===== config.mk =====
export PLATFORM = sky130hd
export DESIGN_NAME = lw_sha_ahb_slave_adapter
export DESIGN_NICKNAME = d
export VERILOG_FILES = /design/src/rtl/lw_sha_ahb_slave_adapter.sv
export SDC_FILE = /design/constraint.sdc
export NUM_CORES = 1
export LEC_CHECK = 0
export CAP_MARGIN = 5
export CORE_UTILIZATION = 39
export DETAILED_ROUTE_END_ITERATION = 12
export GPL_TIMING_DRIVEN = 0
export PLACE_DENSITY = 0.77
export SLEW_MARGIN = 20
export SYNTH_ARGS = -nofsm -noshare
export SYNTH_HDL_FRONTEND = slang
export SYNTH_SLANG_ARGS = --single-unit

===== constraint.sdc =====
create_clock -name clk_i -period 2.1 [get_ports clk_i]
set_clock_uncertainty 0.15 [all_clocks]
set_input_delay 0.21 -clock clk_i [delete_from_list [all_inputs] [get_ports clk_i]]
set_output_delay 0.21 -clock clk_i [all_outputs]
set_load 0.03 [all_outputs]

===== src/rtl/lw_sha_ahb_slave_adapter.sv =====
// AHB-Lite slave front end for the SHA control block: turns AHB address/data phases into
// single-cycle native write/read strobes, holding DIN/KEY writes until the core acknowledges.
module lw_sha_ahb_slave_adapter #(
    parameter logic [11:0] WAIT_BASE      = 12'h140,
    parameter logic [11:0] WAIT_LIMIT     = 12'h15F,
    parameter int unsigned TIMEOUT_CYCLES = 256
) (
    input  logic        clk_i,
    input  logic        resetn_i,
    input  logic        hsel_i,
    input  logic [31:0] haddr_i,
    input  logic [1:0]  htrans_i,
    input  logic        hwrite_i,
    input  logic [2:0]  hsize_i,
    input  logic [2:0]  hburst_i,
    input  logic [31:0] hwdata_i,
    input  logic        hready_i,
    output logic        hreadyout_o,
    output logic        hresp_o,
    output logic [31:0] hrdata_o,
    output logic        wr_o,
    input  logic        wr_ack_i,
    output logic [11:0] waddr_o,
    output logic [11:0] wtransaction_cnt_o,
    output logic [31:0] wdata_o,
    output logic [3:0]  wbyte_enable_o,
    output logic        rd_o,
    output logic [11:0] raddr_o,
    output logic [11:0] rtransaction_cnt_o,
    output logic [3:0]  rbyte_enable_o,
    input  logic [31:0] rdata_i,
    output logic [1:0]  burst_type_o,
    input  logic        slv_error_i
);

    typedef enum logic [2:0] {S_IDLE, S_WR, S_RD1, S_RD2, S_ERR1, S_ERR2} state_t;

    localparam logic [11:0] TMO_LAST = 12'(TIMEOUT_CYCLES - 1);

    state_t      r_state;
    logic [11:0] r_waddr, r_raddr, r_wcnt, r_rcnt, r_beat, r_tmo;
    logic [3:0]  r_wbe, r_rbe;
    logic [1:0]  r_burst;
    logic [31:0] r_hrdata;

    logic [11:0] w_addr, w_beat;
    logic [3:0]  w_be;
    logic [1:0]  w_bt;
    logic        w_accept, w_illegal, w_in_win, w_wr_go, w_unused;

    assign w_addr    = haddr_i[11:0];
    assign w_unused  = ^haddr_i[31:12];
    assign w_accept  = hsel_i && hready_i && htrans_i[1] && hreadyout_o;
    assign w_illegal = (hsize_i > 3'd2) || (hsize_i == 3'd1 && w_addr[0]) ||
                       (hsize_i == 3'd2 && w_addr[1:0] != 2'b00);
    assign w_beat    = (htrans_i == 2'b10) ? 12'd0 : r_beat + 12'd1;
    assign w_in_win  = (r_waddr >= WAIT_BASE) && (r_waddr <= WAIT_LIMIT);
    // A downstream error takes precedence over completing the write.
    assign w_wr_go   = (r_state == S_WR) && !slv_error_i && (!w_in_win || wr_ack_i);

    always_comb begin
        w_be = 4'hF;
        case (hsize_i)
            3'd0:    w_be = 4'b0001 << w_addr[1:0];
            3'd1:    w_be = w_addr[1] ? 4'b1100 : 4'b0011;
            default: w_be = 4'hF;
        endcase
    end

    always_comb begin
        w_bt = 2'd2;
        case (hburst_i)
            3'd0:                      w_bt = 2'd0;
            3'd1, 3'd3, 3'd5, 3'd7:    w_bt = 2'd1;
            default:                   w_bt = 2'd2;
        endcase
    end

    always_comb begin
        hreadyout_o = 1'b1;
        hresp_o     = 1'b0;
        wr_o        = 1'b0;
        rd_o        = 1'b0;
        case (r_state)
            S_WR:   begin hreadyout_o = w_wr_go; wr_o = w_wr_go; end
            S_RD1:  begin hreadyout_o = 1'b0; rd_o = 1'b1; end
            S_RD2:  hreadyout_o = !slv_error_i;
            S_ERR1: begin hreadyout_o = 1'b0; hresp_o = 1'b1; end
            S_ERR2: hresp_o = 1'b1;
            default: ;
        endcase
    end

    assign hrdata_o           = (r_state == S_RD2) ? rdata_i : r_hrdata;
    assign wdata_o            = (r_state == S_WR) ? hwdata_i : 32'd0;
    assign waddr_o            = r_waddr;
    assign raddr_o            = r_raddr;
    assign wtransaction_cnt_o = r_wcnt;
    assign rtransaction_cnt_o = r_rcnt;
    assign wbyte_enable_o     = r_wbe;
    assign rbyte_enable_o     = r_rbe;
    assign burst_type_o       = r_burst;

    always_ff @(posedge clk_i or negedge resetn_i) begin
        if (!resetn_i) begin
            r_state  <= S_IDLE;
            r_waddr  <= '0;
            r_raddr  <= '0;
            r_wcnt   <= '0;
            r_rcnt   <= '0;
            r_beat   <= '0;
            r_tmo    <= '0;
            r_wbe    <= '0;
            r_rbe    <= '0;
            r_burst  <= '0;
            r_hrdata <= '0;
        end else begin
            r_tmo <= '0;
            if (r_state == S_RD2 && !slv_error_i)
                r_hrdata <= rdata_i;
            if (w_accept) begin
                r_beat  <= w_beat;
                r_burst <= w_bt;
                if (w_illegal) begin
                    r_state <= S_ERR1;
                end else if (hwrite_i) begin
                    r_state <= S_WR;
                    r_waddr <= w_addr;
                    r_wcnt  <= w_beat;
                    r_wbe   <= w_be;
                end else begin
                    r_state <= S_RD1;
                    r_raddr <= w_addr;
                    r_rcnt  <= w_beat;
                    r_rbe   <= w_be;
                end
            end else begin
                case (r_state)
                    S_WR: begin
                        if (w_wr_go)
                            r_state <= S_IDLE;
                        else if (slv_error_i || r_tmo == TMO_LAST)
                            r_state <= S_ERR1;
                        else
                            r_tmo <= r_tmo + 12'd1;
                    end
                    S_RD1:   r_state <= S_RD2;
                    S_RD2:   r_state <= slv_error_i ? S_ERR1 : S_IDLE;
                    S_ERR1:  r_state <= S_ERR2;
                    default: r_state <= S_IDLE;
                endcase
            end
        end
    end

endmodule

Word-level counts from Yosys, hierarchy flattened
Cells that the tools add are included. Widths: inputs -> output; s select.

Bits of input ports: 111. Output and inout bits: 126. Logic and storage cells: 77. Register bits after elaboration: 117.

Mux-type cells: 21. Reductions and logical operators: 23. Magnitude comparators: 3. Equal/unequal tests: 14. Shifts and indexed selects: 1. Bitwise gates (word level): 2. $add $sub $neg: 2.

Operators with widths (number): $mux 32 (2); $mux 12 (5); $add 12x1->12 const B (2); $mux 3 (5); $eq 12x8->1 const B (1); $eq 3x2->1 const B (4); $eq 3x3->1 const B (4); $ge 12x9->1 const B (1); $le 12x9->1 const B (1); $pmux 3 s4 (1); $eq 3x1->1 const B (3); $logic_and 1x1->1 (9); $pmux 4 s2 (1); $logic_not 3->1 (2); $reduce_and 3->1 (2); $logic_or 1x1->1 (4); $mux 4 (1); $ne 4x3->1 const B (1); $pmux 2 s2 (1); $reduce_or 2->1 (2); $reduce_or 4->1 (1); $shl 1x2->4 const A (1); $gt 3x2->1 const B (1); $mux 1 (3); other kinds (6) (8).

Longest topological paths before layout
Depth in word-level cells: 8. Depth in mapped cells: 8. Gate-level depth less buffers: 5.

Worst setup path after synthesis
Ideal clock, no wire load.

Kind: register -> register. Start point: register r_state[2]. End point: register r_raddr[6], in the netlist raddr_o[6]. Library setup time: 0.127 ns. Clock period less this slack: 2.410 ns. Arrival: 2.132 ns. Path buffers: 3. Data required time: 1.823 ns. Path slack: -0.310 ns. Stages on the path, launching flop included: 9. Path through: dfrtp_1 buf_6 or3b_4 a211o_2 clkinv_2 o211a_4 buf_6 buf_8 mux2_1.

Longest elaborated chain between the ends: 6. Elaborated cells between the ends (all ways): 10. Those cells by class: 4 x eq/ne; 1 x mux; 5 x reduce/logical.

RTL lines: start: declaration (line 40) `state_t r_state;`; start signal: assignment (line 148) `S_RD2: r_state <= slv_error_i ? S_ERR1 : S_IDLE;`; $eq 3x1->1 (line 59, 84); $logic_and 1x1->1 (2 in a row) (line 59) `assign w_wr_go = (r_state == S_WR) && !slv_error_i && (!w_in_win || wr_ack_i);`; $pmux 1 s3 * (line 84) `case (r_state)`; $logic_and 1x1->1 * (line 53) `assign w_accept = hsel_i && hready_i && htrans_i[1] && hreadyout_o;`; $reduce_and 3->1 (no line) *; end signal: assignment (line 133) `r_raddr <= w_addr;`; end: declaration (line 41) `logic [11:0] r_waddr, r_raddr, r_wcnt, r_rcnt, r_beat, r_tmo;`.

Every way passes the cells marked *; elsewhere a longest branch is shown, timed or not. A chain may end at the register's enable or synchronous reset.

Worst setup path after layout
Start point: register r_state[0]. End point: register r_raddr[8], in the netlist raddr_o[8].

Same word-level chain as after synthesis.

==> reports/results.ini <==
[run_status]
status = finished with violations
violations = negative setup slack

[timing]
timing.final.ws_setup_ps = -223.0
slew_viol_final = 0
hold_violations = 0
timing.slew.headroom_pct = 58.01
rsz0062_at_grt = true
finalSetupViolations = 132
fin_crit_ps = 2323
timing.fmax_mhz = 430.5
fin_crit_sh_pct = 110.6
worstMarginPinSlew_ps = 629.9

[clock_tree]
cts_sinks = 117
cts_htree_levels = 4
clk_pin_slew_ps = 50
cts_root_buf = clkbuf_16
clkLatencyLatePin_ps = 420
cts_tree = built
clk_path_buf_depth = 2
cts_buffers = 17

[critical_path]
critPathCaptureType = flop
arrival_ps = 2480
critPathLaunchType = flop
reg2reg_setup_slack_ps = -220
required_ps = 2250
path_class = reg2reg
cp_max_fo = 8

[grt]
grt_first_pass_wirelength_um = 25880
grt_max_degree = 68
track_usage_pct = 22.64
grt_pass1_vias = 4929
antenna_found_initial = 0
gr-total-overflow = 0

[power]
leakage_nw = 4.418
p_per_area_mw_per_mm2 = 1176
power_mw = 11.51
ir_drop_mv = 0.8718

[drt]
route.detailed.drc = 0
drtIter0Drc = 151
avgViaCountPerCell = 5.104
wl_um = 17560
ant_nets = 0
wl_per_cell_um = 18.94
first_pass_iters = 6
vias = 4731

[synthesis]
avgSynthCellArea_sq_um = 12.49
synthFlopType = dfrtp_1
synth_cell_types = 47
async_flop_share_pct = 100.0
synth-compound-area-share_pct = 3.588
synth_xor_xnor_area_share_pct = 2.144
synthAdderAreaFrac_pct = 0.4375
synth_cells = 458
synth_top_family_by_area = multiplexers
ys_seq_area_share_pct = 51.19
syn-cell-area_sq_mm = 0.005719
synthMuxAreaShare_pct = 27.24
synth-edff-count = 0
synth_simple_gate_area_share_pct = 10.92
ys_warn_count = 0
synth_seq_cells = 117
syn_nets = 571

[placed_design]
portBuffers = 216
place_ws_ps = -734.3
dp_hpwl_um = 11230
gp_congestion = 0.7921
placed_area_sq_mm = 0.008178

[floorplan]
num_rows = 43
fp.coreArea_sq_mm = 0.01410
die_h_um = 123.1
fp.dieW_um = 123.1
ios = 237
die_area_sq_mm = 0.01515
start_util_pct = 40.57

[final_layout]
syn2layout_area_growth_pct = 71.14
num_antenna_cells = 0
n_fill_cell = 930
final_nets = 847
drive_above_1_share_pct = 41.77
finish.utilization_pct = 69.44
regArea_sq_mm = 0.002930
multi_input_area_sq_mm = 0.002861
finalInstanceArea_sq_mm = 0.009788

[job]
cap_violations = 0

[min_path]
min_path_type = in2async

-- synthesized netlist by cell type, types with 3 or more instances --
cell type	count	area [sq um]
nand3_1	11	55.05
mux2_4	14	210.2
nor2b_1	3	18.77
buf_6	3	33.78
inv_1	24	90.09
mux2_1	8	90.09
xor2_1	3	26.28
buf_4	3	22.52
or3_1	3	18.77
dfrtp_1	117	2928
xnor2_1	11	96.34
and2_1	33	206.5
nor2_1	31	116.4
nor3b_1	3	22.52
mux2_2	93	1047
clkbuf_1	12	45.04
mux2i_1	21	210.2
nor3_1	4	20.02
nand2_1	7	26.28
o21ai_0	11	55.05
nor4_1	6	37.54
nand4_1	4	25.02
-- where the power goes --
| group | leakage, nW | total [mW] | internal (mW) | switching (mW) |
|---|---|---|---|---|
| clock network | 0.289 | 2.87 | 1.86 | 1.01 |
| registers | 1.49 | 3.36 | 2.88 | 0.477 |
| logic | 2.64 | 5.28 | 2.62 | 2.66 |
| total | 4.42 | 11.5 | 7.36 | 4.14 |
-- registers in the layout, indices dropped and copies added (netlist names) --
name                flops
r_hrdata               32
r_state                 3
r_beat                 12
waddr_o                12
burst_type_o            2
wbyte_enable_o          4
r_tmo                  12
raddr_o                12
rbyte_enable_o          4
wtransaction_cnt_o     12
rtransaction_cnt_o     12
-- layout by cell type, fill, tap and decap left out, drive strengths merged, types with 4 or more instances in the layout --
cell type        n
mux2           115
inv             24
mux2i           21
xnor2           11
nand4            4
clkdlybuf4s50  147
nor3             4
and2            33
o21ai           11
clkinv           6
nor2            31
nor4             6
clkbuf          32
nand2            7
buf            120
nand3           11
dfrtp          117
-- layout make-up --
cell class / instances / area share [%]
clock buffers: 23 / 4.985
multi-input cells: 294 / 29.23
repair buffers: 261 / 28.81
clock inverters: 9 / 1.023
well taps: 180 / 2.301
plain buffers: 18 / 2.697
inverters: 25 / 1.010
flip-flops and latches: 117 / 29.94
-- final timing paths --
path                                   from               endpoint  cells past startpoint
worst min register to register     r_tmo[0]               r_tmo[0]                      1
max in group asynchronous          resetn_i             r_state[1]                      3
min in group clk_i              rdata_i[17]           r_hrdata[17]                      2
worst min-delay path               resetn_i  rtransaction_cnt_o[2]                      2
worst max register to register   r_state[0]             raddr_o[8]                      7
worst max-delay path             r_state[0]             raddr_o[8]                      7
-- metal layers --
layer	GRT usage (%)	up-vias	wire, um
met2	40.84	207	9310
met5	0	-	0
met3	6.688	37	1331
li1	-	2141	-
met1	24.19	2346	6394
met4	10.69	0	521
-- metrics by stage --
stage,hold slack [ps],TNS [ps],std cells
floorplan,-235.6,-5482,458
global placement,316.6,-510780,854
detailed placement,99.94,-80310,855
CTS,224.3,-15940,916
global route,265.8,-21340,927
finish,204.3,-15150,927
-- critical path, stage by stage (launching register included) --
cell and delay [ps]:
dfrtp_2 450, or3b_4 420, a211o_4 310, clkinv_4 70
o211a_4 240, buf_12 150, buf_12 130, mux2_4 300
-- cells by family (layout without fill, tap and decap cells) --
group                      count (synthesis)  count (layout)
muxes                                    136             136
DFF                                      117             117
and+or+nand+nor                          115             115
buffers and inverters                     47             336
AOI/OAI and AO/OA                         27              27
xor gates and xnor gates                  14              14
adders and majority gates                  2               2
-- what timing repair did --
action	4_1_cts	5_1_grt
hold buffers	1	0
pin swaps	21	10
endpoints found under the setup margin	169	160
endpoints found under the hold margin	66	0
resized for setup	541	83
gates cloned	6	4
buffers inserted	24	11
No activity file was read; power rests on OpenSTA's default activity.
